## src/rtl/gnr_node_lut.sv

```systemverilog
// gnr_node_lut: multi-channel Boolean-network node with a shared runtime truth table, per-channel update divider and optional stability flag (GNR_NODE_STABLE_EN)
module gnr_node_lut #(
    parameter int K = 4,
    parameter int C = 2,
    parameter int DIV_W = 4,
    parameter logic [(1<<K)-1:0] LUT_INIT = 16'hC080,
    parameter int STB_W = 4,
    parameter int STABLE_N = 8
) (
    input  logic                 clk,
    input  logic                 rst,
    input  logic                 reset_nos,
    input  logic [C-1:0]         init_state,
    input  logic [C-1:0]         start,
    input  logic [C*K-1:0]       regs,
    input  logic [C*DIV_W-1:0]   div,
    input  logic                 lut_we,
    input  logic [(1<<K)-1:0]    lut_wdata,
    output logic [C-1:0]         s,
    output logic [C-1:0]         upd,
    output logic [C-1:0]         stable
);
    logic [(1<<K)-1:0] lut_q;

    // shared truth table; same-cycle evaluations still see the old contents
    always_ff @(posedge clk) begin
        if (rst) lut_q <= LUT_INIT;
        else if (lut_we) lut_q <= lut_wdata;
    end

    for (genvar c = 0; c < C; c++) begin : g_ch
        logic [DIV_W-1:0] ph;
        logic             s_q;
        logic             upd_q;
        logic             nv;
        logic             ev;
        assign nv = lut_q[regs[c*K +: K]];
        assign ev = start[c] && (ph == '0);
        assign s[c] = s_q;
        assign upd[c] = upd_q;

        // state, phase and update pulse; network re-init beats the strobe
        always_ff @(posedge clk) begin
            if (rst) begin
                s_q   <= 1'b0;
                ph    <= '0;
                upd_q <= 1'b0;
            end else if (reset_nos) begin
                s_q   <= init_state[c];
                ph    <= '0;
                upd_q <= 1'b0;
            end else begin
                upd_q <= ev;
                if (ev) begin
                    s_q <= nv;
                    ph  <= div[c*DIV_W +: DIV_W];
                end else if (start[c]) begin
                    ph  <= ph - 1'b1;
                end
            end
        end

`ifdef GNR_NODE_STABLE_EN
        logic [STB_W-1:0] cnt;
        logic [STB_W-1:0] cnt_n;
        logic             st_q;
        assign cnt_n = (nv != s_q) ? '0 : (&cnt) ? cnt : cnt + 1'b1;
        assign stable[c] = st_q;

        // run length of unchanged evaluations, flag refreshed alongside upd
        always_ff @(posedge clk) begin
            if (rst || reset_nos) begin
                cnt  <= '0;
                st_q <= 1'b0;
            end else if (ev) begin
                cnt  <= cnt_n;
                st_q <= (cnt_n >= STB_W'(STABLE_N));
            end
        end
`else
        assign stable[c] = 1'b0;
`endif
    end
endmodule

```

## config.mk

```make
export PLATFORM = sky130hd
export DESIGN_NAME = gnr_node_lut
export DESIGN_NICKNAME = d
export VERILOG_FILES = /design/src/rtl/gnr_node_lut.sv
export SDC_FILE = /design/constraint.sdc
export NUM_CORES = 1
export LEC_CHECK = 0
export ABC_AREA = 1
export ABC_CLOCK_PERIOD_IN_PS = 2800
export CAP_MARGIN = 20
export CORE_ASPECT_RATIO = 0.9
export CORE_MARGIN = 1
export CORE_UTILIZATION = 40
export CTS_CLUSTER_DIAMETER = 80
export DETAILED_ROUTE_END_ITERATION = 10
export PLACE_DENSITY = 0.69
export SETUP_SLACK_MARGIN = 0.1
export SLEW_MARGIN = 10
export SYNTH_ARGS = -nofsm -noshare
export SYNTH_HDL_FRONTEND = slang
export SYNTH_SLANG_ARGS = --single-unit
```

## constraint.sdc

```tcl
create_clock -name clk -period 2.8 [get_ports clk]
set_input_delay 0.56 -clock clk [delete_from_list [all_inputs] [get_ports clk]]
set_output_delay 0.56 -clock clk [all_outputs]
set_load 0.01 [all_outputs]
```

Word level (Yosys, flattened, before mapping):

Cells that the tools add are included.

* bits in registers: 28
* input bits: 40

* $add $sub $neg: 2
* order comparisons: 2
* muxes and demuxes: 12
* reduce and logical (&&, ||, !) cells: 9

Operators by type and width (count)
* $mux W4: 4
* $lt A4 B5 Y1 const B: 2
* $bmux W1 S4: 2
* $logic_not A4 Y1: 2
* $reduce_bool A2 Y1: 4
* $sub A4 B1 Y4 const B: 2
* $mux W1: 6
* $logic_and A1 B1 Y1: 2
* $reduce_or A2 Y1: 1

Logic depth before layout (Yosys ltp):

Gate-level depths: netlist of run 1.

* word-level depth: 4
* mapped depth: 10
* gate-level depth less buffers: 10

Worst setup path after synthesis of run 1:

No wires, ideal clock.

* path type: input port to flip-flop
* start point: input regs[0]
* end point: register g_ch[0].s_q
* library setup time: 0.122 ns
* arrival: 1.218 ns
* data required time: 2.678 ns
* setup slack: 1.460 ns
* cell stages on the path: 9
* buffers on the path: 1
* path through: buf_4 -> inv_2 -> nand2_1 -> nand3_1 -> nand3_1 -> nand3_1 -> nand3_1 -> nand2_1 -> a21oi_2

* word-level cells in the longest chain between the ends: 4

Ends and longest elaborated chain
* start, declared: RTL line 15 `input logic [C*K-1:0] regs,`
* $bmux W1 S4: RTL line 37 `assign nv = lut_q[regs[c*K +: K]];`
* $mux W1 (implied by the code): RTL line 37
* $mux W1: RTL line 54 `if (ev) begin`
* $mux W1: RTL line 48 `end else if (reset_nos) begin`
* end signal, assigned: RTL line 49 `s_q <= init_state[c];`
* end signal, assigned: RTL line 55 `s_q <= nv;`
* end, declared: RTL line 33 `logic s_q;`

No other way between the ends. The select of a mux whose other input is x is not followed.
A chain may end at the register's enable or synchronous reset.

Final worst setup path of run 1:

Same ends and word-level chain as after synthesis.

==> impl_results.md, run 1 <==
* Status: complete, no violations
* Largest net degree at the start of global routing at 27
* Final hold viol count at 0
* Mapped cell area at around 1600 um^2
* Hold EP: g_ch[0].ph[3]
* Placed cells at 309
* Startpoint Class: input pin
* Worst R2R Start: g_ch[1].ph[0]
* HP Class: reg2reg
* Combinational family with the most area after synthesis: simple AND/OR/NAND/NOR gates
* Critical path capture point type: register
* Cells along the critical path: clkdlybuf4s50_1 > inv_2 > nand2_1 > nand3_1 > nand3_1 > nand3_1 > nand3_1 > nand2_1 > a21oi_2
* Setup bufs post-CTS at 0
* Syn Inst Count at 230
* First-pass GRT wire length at between 5000 and 6000 um
* Ys flop type: dfxtp_1
* Die Ht at 61.37 um
* Internal power at between 0.7 and 0.8 mW
* First drt pass iteration count at 4
* Number of global-route vias before repair at 1310
* Post_cts resized at 0
* Register share of total power at 0.448
* Crit Path Category: in2reg
* Detailed placement HPWL at 2685 um
* Unrepaired setup endpoints after global routing: false
* Layout Cells excl Fill at about 310
* Cts bufs inserted at 3
* Cts-stage hold buffer count at 0
* Synth Area in Compound Gates at 0.1965
* PortBufs at 43
* CTS tree: done
* Slew Limit Fails at 0
* Starting Density at 0.4199
* Layout cells sized above 1 at 0.03745
* Post-Route WL at about 3500 um
* FF-to-FF End: g_ch[1].ph[0]
* Slowest stage delay, CP at 680 ps
* FP Rows at 21
* Ant diodes at 0
* Power consumption at 0.9659 mW
* Worst Skew at 3.225 ps
* Clock slew at reported path FFs at 90 ps
* Combinational share of power at 0.224
* Leak pwr at 0.9200 nW
* Vias per cell at 4.869
* Crit path DAT at 1970 ps
* CTS H-tree depth at 1
* Adder-cell share of the synthesized area at 0.03195
* YS warnings at 0
* Max clock buf depth at 2
* Clk root buf: clkbuf_8
* Iter 0 DRT Violations at 126
* Critical path peak fanout at 9
* CTS sink count at 28
* Ys async rst share at 0
* Post-synth top cells: 41 x nand2_1, 38 x inv_1, 30 x nand3_1
* # nets final at 312
* Post-synth EDFFs at 0
* Remaining DRCs at 0
* Max stage delay cell, worst path: clkdlybuf4s50_1
* Multiplexer area fraction after synthesis at 0
* Wirelength per Cell at 11.09 um
* Switching power of the nets at 0.2452 mW
* VDD IR max at 0.0002216 V
* Gr ovfl total at 0
* I/O pins at 46
* Dpl cell area at 1982 um^2
* Die area at ~4200 um^2
* Hold depth at 2
* Tmin final at 1753 ps
* Synth unique cells at 26
* Hold Startpoint: g_ch[0].ph[3]
* Clock Power Share at 0.328
* Setup violations, final at 0
* Max Fclk at 570.3 MHz
* Final ANT Viol Nets at 0
* Count leader, synth: nand2_1
* Final instance area at 2053 um^2
* GP Congestion at 0.9125
* Max-cap violations at 0
* Post-synthesis sequential area ratio at 0.3578
* Flops & latches, synth at 28
* Top cells by area, synth: dfxtp_1 36%, nand2_1 9.8%, nand3_1 9.6%
* Initial antenna violation count at 0
* Largest area contributor in the netlist: dfxtp_1
* Share of the synthesized area in the top cell type at 0.3578
* Die W at 67.97 um
* Worst reg2reg path depth at 9
* Top cell family by delay on the critical path: buffers and inverters
* Slew headroom at 0.5687
* Area grow syn2layout at 31.07%
* Sw Share at 0.2538
* Worst path most repeated cell: nand3_1
* Worst skew pair latency at 270 ps
* CP required at between 3000 and 4000 ps
* All-Layer GR Usage at 0.1802
* Core Area at 3731 um^2
* Synth Area in Simple Gates at 0.2508
* Worst Path Buf+Inv at 2
* Tcrit/Tclk final at 0.6262
* R2r setup slk at 1380 ps
* Setup TNS at 0 ps
* Syn Area/Cell at 6.811 um^2
* Worst Tran Pin Value at 646.2 ps
* Total number of vias at 1524
* Power Density at 470.5 nW/um^2
* Post-synthesis xor/xnor area fraction at 0.01118
-- logic make-up (layout without fill, tap and decap cells) --
kind of cell	count (synthesis)	after routing
flip-flops	28	28
other	1	2
AO/OA/AOI/OAI	58	58
XOR/XNOR	2	2
buffers and inverters	52	88
AND/OR/NAND/NOR	85	85
adder cells (fa/ha/maj)	4	4
-- flip-flops by register name, summed over array words and instances, names as in the netlist --
register and cells:
lut_q 16, g_ch.upd_q 2, g_ch.s_q 2, g_ch.ph 8
-- metrics by stage --
| step | hold slack (ps) | setup slack, ps | util |
|---|---|---|---|
| after global placement | 458.4 | 799.0 | 0.5312 |
| after global routing | 522.2 | 887.3 | 0.5503 |
| after CTS | 482.7 | 1066 | 0.5503 |
| final | 480.5 | 1047 | 0.5503 |
| after floorplan | 443.3 | 1460 | - |
| after detailed placement | 468.8 | 795.6 | 0.5312 |
-- power by group through the flow --
stage               combinational (mW)  clock (mW)  sequential, mW
global placement                 0.214           0           0.441
floorplan                        0.133           0           0.440
detailed placement               0.215           0           0.442
CTS                              0.216       0.325           0.433
finish                           0.217       0.317           0.433
global route                     0.245       0.342           0.436
-- worst max-delay path by stage --
stage / cells past startpoint / from / end / slack, ps
floorplan: 9 / regs[0] / g_ch[0].s_q / 1460
global placement: 9 / regs[0] / g_ch[0].s_q / 800
detailed placement: 9 / regs[0] / g_ch[0].s_q / 800
CTS: 1 / g_ch[1].s_q / s[1] / 1070
global route: 4 / lut_we / lut_q[2] / 890
finish: 9 / regs[0] / g_ch[0].s_q / 1050
-- area by class of cell --
| type | count | area, um^2 |
|---|---|---|
| Tap cell | 46 | 57.56 |
| Multi-Input combinational cell | 151 | 775.7 |
| Timing Repair Buffer | 43 | 430.4 |
| Inverter | 41 | 157.7 |
| Clock buffer | 3 | 41.29 |
| Clock inverter | 1 | 30.03 |
| Fill cell | 378 | 1678 |
| Sequential cell | 28 | 560.5 |
-- worst min-delay path, cell delays in order (launching register included) --
cell,delay [ps]
dfxtp_1,330
nand2_1,60
a21oi_1,50
-- layout by cell type (no fill, tap or decap) --
cell,netlist,routed
a21oi_1,23,23
a21oi_2,1,1
a221oi_1,1,1
bufinv_16,0,1
clkbuf_8,0,3
clkdlybuf4s50_1,0,43
clkinv_2,1,1
conb_1,1,2
dfxtp_1,28,28
ha_1,4,4
inv_1,38,38
inv_2,1,1
inv_4,1,1
nand2_1,41,41
nand3_1,30,30
nand3_2,1,1
nand3b_1,2,2
nand4_4,1,1
nor2_1,8,8
o211ai_1,3,3
o21ai_0,29,29
o21bai_1,1,1
or2_1,2,2
xnor2_1,1,1
xor2_1,1,1
-- routing by layer --
| metal | track usage | vias up | routed length, um |
|---|---|---|---|
| met1 | 0.2483 | 660 | 1756 |
| met5 | 0 | - | 0 |
| li1 | - | 813 | - |
| met3 | 0.03889 | 0 | 229 |
| met2 | 0.2899 | 51 | 1485 |
| met4 | 0.03571 | 0 | 0 |
Note: power is estimated with default switching activity, not from simulation.
==> run 2: changes to the inputs <==
--- a/config.mk
+++ b/config.mk
@@ -6,7 +6,7 @@
 export NUM_CORES = 1
 export LEC_CHECK = 0
 export ABC_AREA = 1
-export ABC_CLOCK_PERIOD_IN_PS = 2800
+export ABC_CLOCK_PERIOD_IN_PS = 1750
 export CAP_MARGIN = 20
 export CORE_ASPECT_RATIO = 0.9
 export CORE_MARGIN = 1
==> constraint.sdc (replaced) <==
create_clock -name clk -period 1.75 [get_ports clk]
set_input_delay 0.35 -clock clk [delete_from_list [all_inputs] [get_ports clk]]
set_output_delay 0.35 -clock clk [all_outputs]
set_load 0.01 [all_outputs]
==> run 2 against run 1 <==
Flip-flop and latch count is the same; register-to-register slack worse by 1000 ps; sequential power rose by 60%; first-iteration DRC count down 46%; clock skew is 2.5 ps higher; worst setup slack lost 800 ps; routed wire length grew 0.43%; global-route usage shrank 0.95 points; clock-buffer cell count is the same; cell area increased by 2.3%.
==> impl_results.md, run 2 (synthesis gave the netlist of run 1 again) <==
* Fill count at 363 (-4.0%)
* FF-to-FF End: g_ch[1].ph[0]
* Worst reg2reg path depth at 9 (unchanged)
* Die area at 4171 um^2 (unchanged)
* Core Area at 3731 um^2 (unchanged)
* First-pass GRT wire length at 5409 um (-5.1%)
* Starting Density at 0.4199 (unchanged)
* HP Class: reg2reg
* Status: complete, no violations
* Vias per cell at 4.734 (-2.8%)
* Top Registers: lut_q: 16 flops, g_ch.ph: 8 flops
* Fin Hold WS at 488.5 ps (+8.032 ps)
* Power consumption at 1.401 mW (+45%)
* CTS H-tree depth at 1 (unchanged)
* VDD IR max at 0.0003629 V (+64%)
* Power Density at 666.8 nW/um^2 (+42%)
* Slew Limit Fails at 0 (unchanged)
* PortBufs at 43 (unchanged)
* Total number of vias at 1510 (-0.92%)
* Clock slew at reported path FFs at 90 ps (about the same)
* Die W at 67.97 um (unchanged)
* Max clock buf depth at 2 (unchanged)
* Dpl cell area at 2059 um^2 (+3.9%)
* Setup violations, final at 0 (unchanged)
* Remaining DRCs at 0 (unchanged)
* Ant diodes at 0 (unchanged)
* R2r setup slk at 340 ps (-1040 ps)
* Die Ht at 61.37 um (unchanged)
* Iter 0 DRT Violations at 68 (-46%)
* CTS tree: done
* Worst skew pair latency at 270 ps (about the same)
* Most frequent cells in the layout: 43 x clkdlybuf4s50_1, 41 x nand2_1, 37 x inv_1, 30 x nand3_1, 29 x o21ai_0
* Cells along the critical path: clkdlybuf4s50_1
* Most common cell after layout, fill and taps aside: clkdlybuf4s50_1
* GP Congestion at 0.8970 (-1.7%)
* CP required at 1400 ps (-1610 ps)
* All-Layer GR Usage at 0.1707 (-0.009494)
* Layout cells sized above 1 at 0.06227 (+0.02482)
* Number of global-route vias before repair at 1241 (-5.3%)
* Critical path capture point type: output pin
* Max-cap violations at 0 (unchanged)
* Area grow syn2layout at 34.11%
* Post-Route WL at 3486 um (+0.43%)
* Gr ovfl total at 0 (unchanged)
* Crit Path Category: reg2out
* I/O pins at 46 (unchanged)
* Unrepaired setup endpoints after global routing: false
* Final Util at 0.5630 (+0.01274)
* Hold depth at 2 (unchanged)
* FP Rows at 21 (unchanged)
* Startpoint Class: register
* Max stage delay cell, worst path: clkdlybuf4s50_1
* Largest register FFs at 16 (unchanged)
* Setup bufs post-CTS at 0 (unchanged)
* Crit path DAT at 1160 ps (-810 ps)
* Leak pwr at 0.9474 nW (+3.0%)
* CTS sink count at 28 (unchanged)
* Final instance area at 2101 um^2 (+2.3%)
* Top cell family by delay on the critical path: buffers and inverters
* Initial antenna violation count at 0 (unchanged)
* Detailed placement HPWL at 2716 um (+1.2%)
* Cts bufs inserted at 3 (unchanged)
* Tmin final at 1506 ps
* Setup TNS at 0 ps (unchanged)
* Worst Path Buf+Inv at 1 (-1)
* Hold EP: g_ch[0].ph[3]
* Wirelength per Cell at 10.93 um (-1.5%)
* Tcrit/Tclk final at 0.8607
* Max Fclk at 663.9 MHz
* Hold Startpoint: g_ch[0].ph[3]
* Final hold viol count at 0 (unchanged)
* Critical path peak fanout at 2 (-7)
* First drt pass iteration count at 4 (unchanged)
* Clk root buf: clkbuf_8
* Largest net degree at the start of global routing at 27 (unchanged)
* Worst Skew at 5.700 ps (+2.476 ps)
* Final ANT Viol Nets at 0 (unchanged)
* Worst R2R Start: g_ch[1].ph[0]
* Slowest stage delay, CP at 540 ps (-140 ps)
* Most flops, register: lut_q
* # nets final at 319 (+2.2%)
-- run 2: where the power goes --
part / internal (mW) / switching, mW / leakage [nW]
registers: 0.678 / 0.0136 / 0.232
logic: 0.185 / 0.181 / 0.694
clock network: 0.154 / 0.189 / 0.0216
-- run 2: timing repair --
action | 4_1_cts | 5_1_grt
hold buffers | 0 | 0
setup endpoints to repair | 0 | 1
gates resized for setup | 0 | 1
-- run 2: worst max-delay path by stage --
| stage | startpoint | end | slack (ps) | cells past startpoint |
|---|---|---|---|---|
| final | g_ch[1].s_q | s[1] | 240 | 1 |
| after global routing | g_ch[1].ph[0] | g_ch[1].ph[0] | 120 | 9 |
| after CTS | g_ch[1].s_q | s[1] | 230 | 1 |
| after detailed placement | regs[4] | g_ch[1].s_q | 100 | 10 |
| after global placement | regs[0] | g_ch[0].s_q | 120 | 9 |
| after floorplan | g_ch[1].ph[0] | g_ch[1].ph[0] | 490 | 9 |
-- run 2: final cells by class --
class,count,area [um^2],share of cell area
inverters,41,157.7,0.07504
flip-flops and latches,28,560.5,0.2668
clock buffers,3,41.29,0.01965
multi-input cells,151,775.7,0.3693
well taps,46,57.56,0.02740
repair buffers,50,508.0,0.2418
-- run 2: per-stage QoR --
stage	instances	worst slack [ps]
detailed placement	316	95.89
global route	319	123.0
floorplan	231	489.5
finish	319	243.7
global placement	316	118.5
CTS	319	234.5
-- run 2: routing by layer --
layer	vias to the layer above	GRT usage	wire length [um]	part of all wire
met1	642	0.2500	1787	0.51
met3	2	0.03148	189	0.054
li1	829	-	-	-
met5	-	0	0	0
met2	37	0.2507	1483	0.43
met4	0	0.05357	27	0.0077
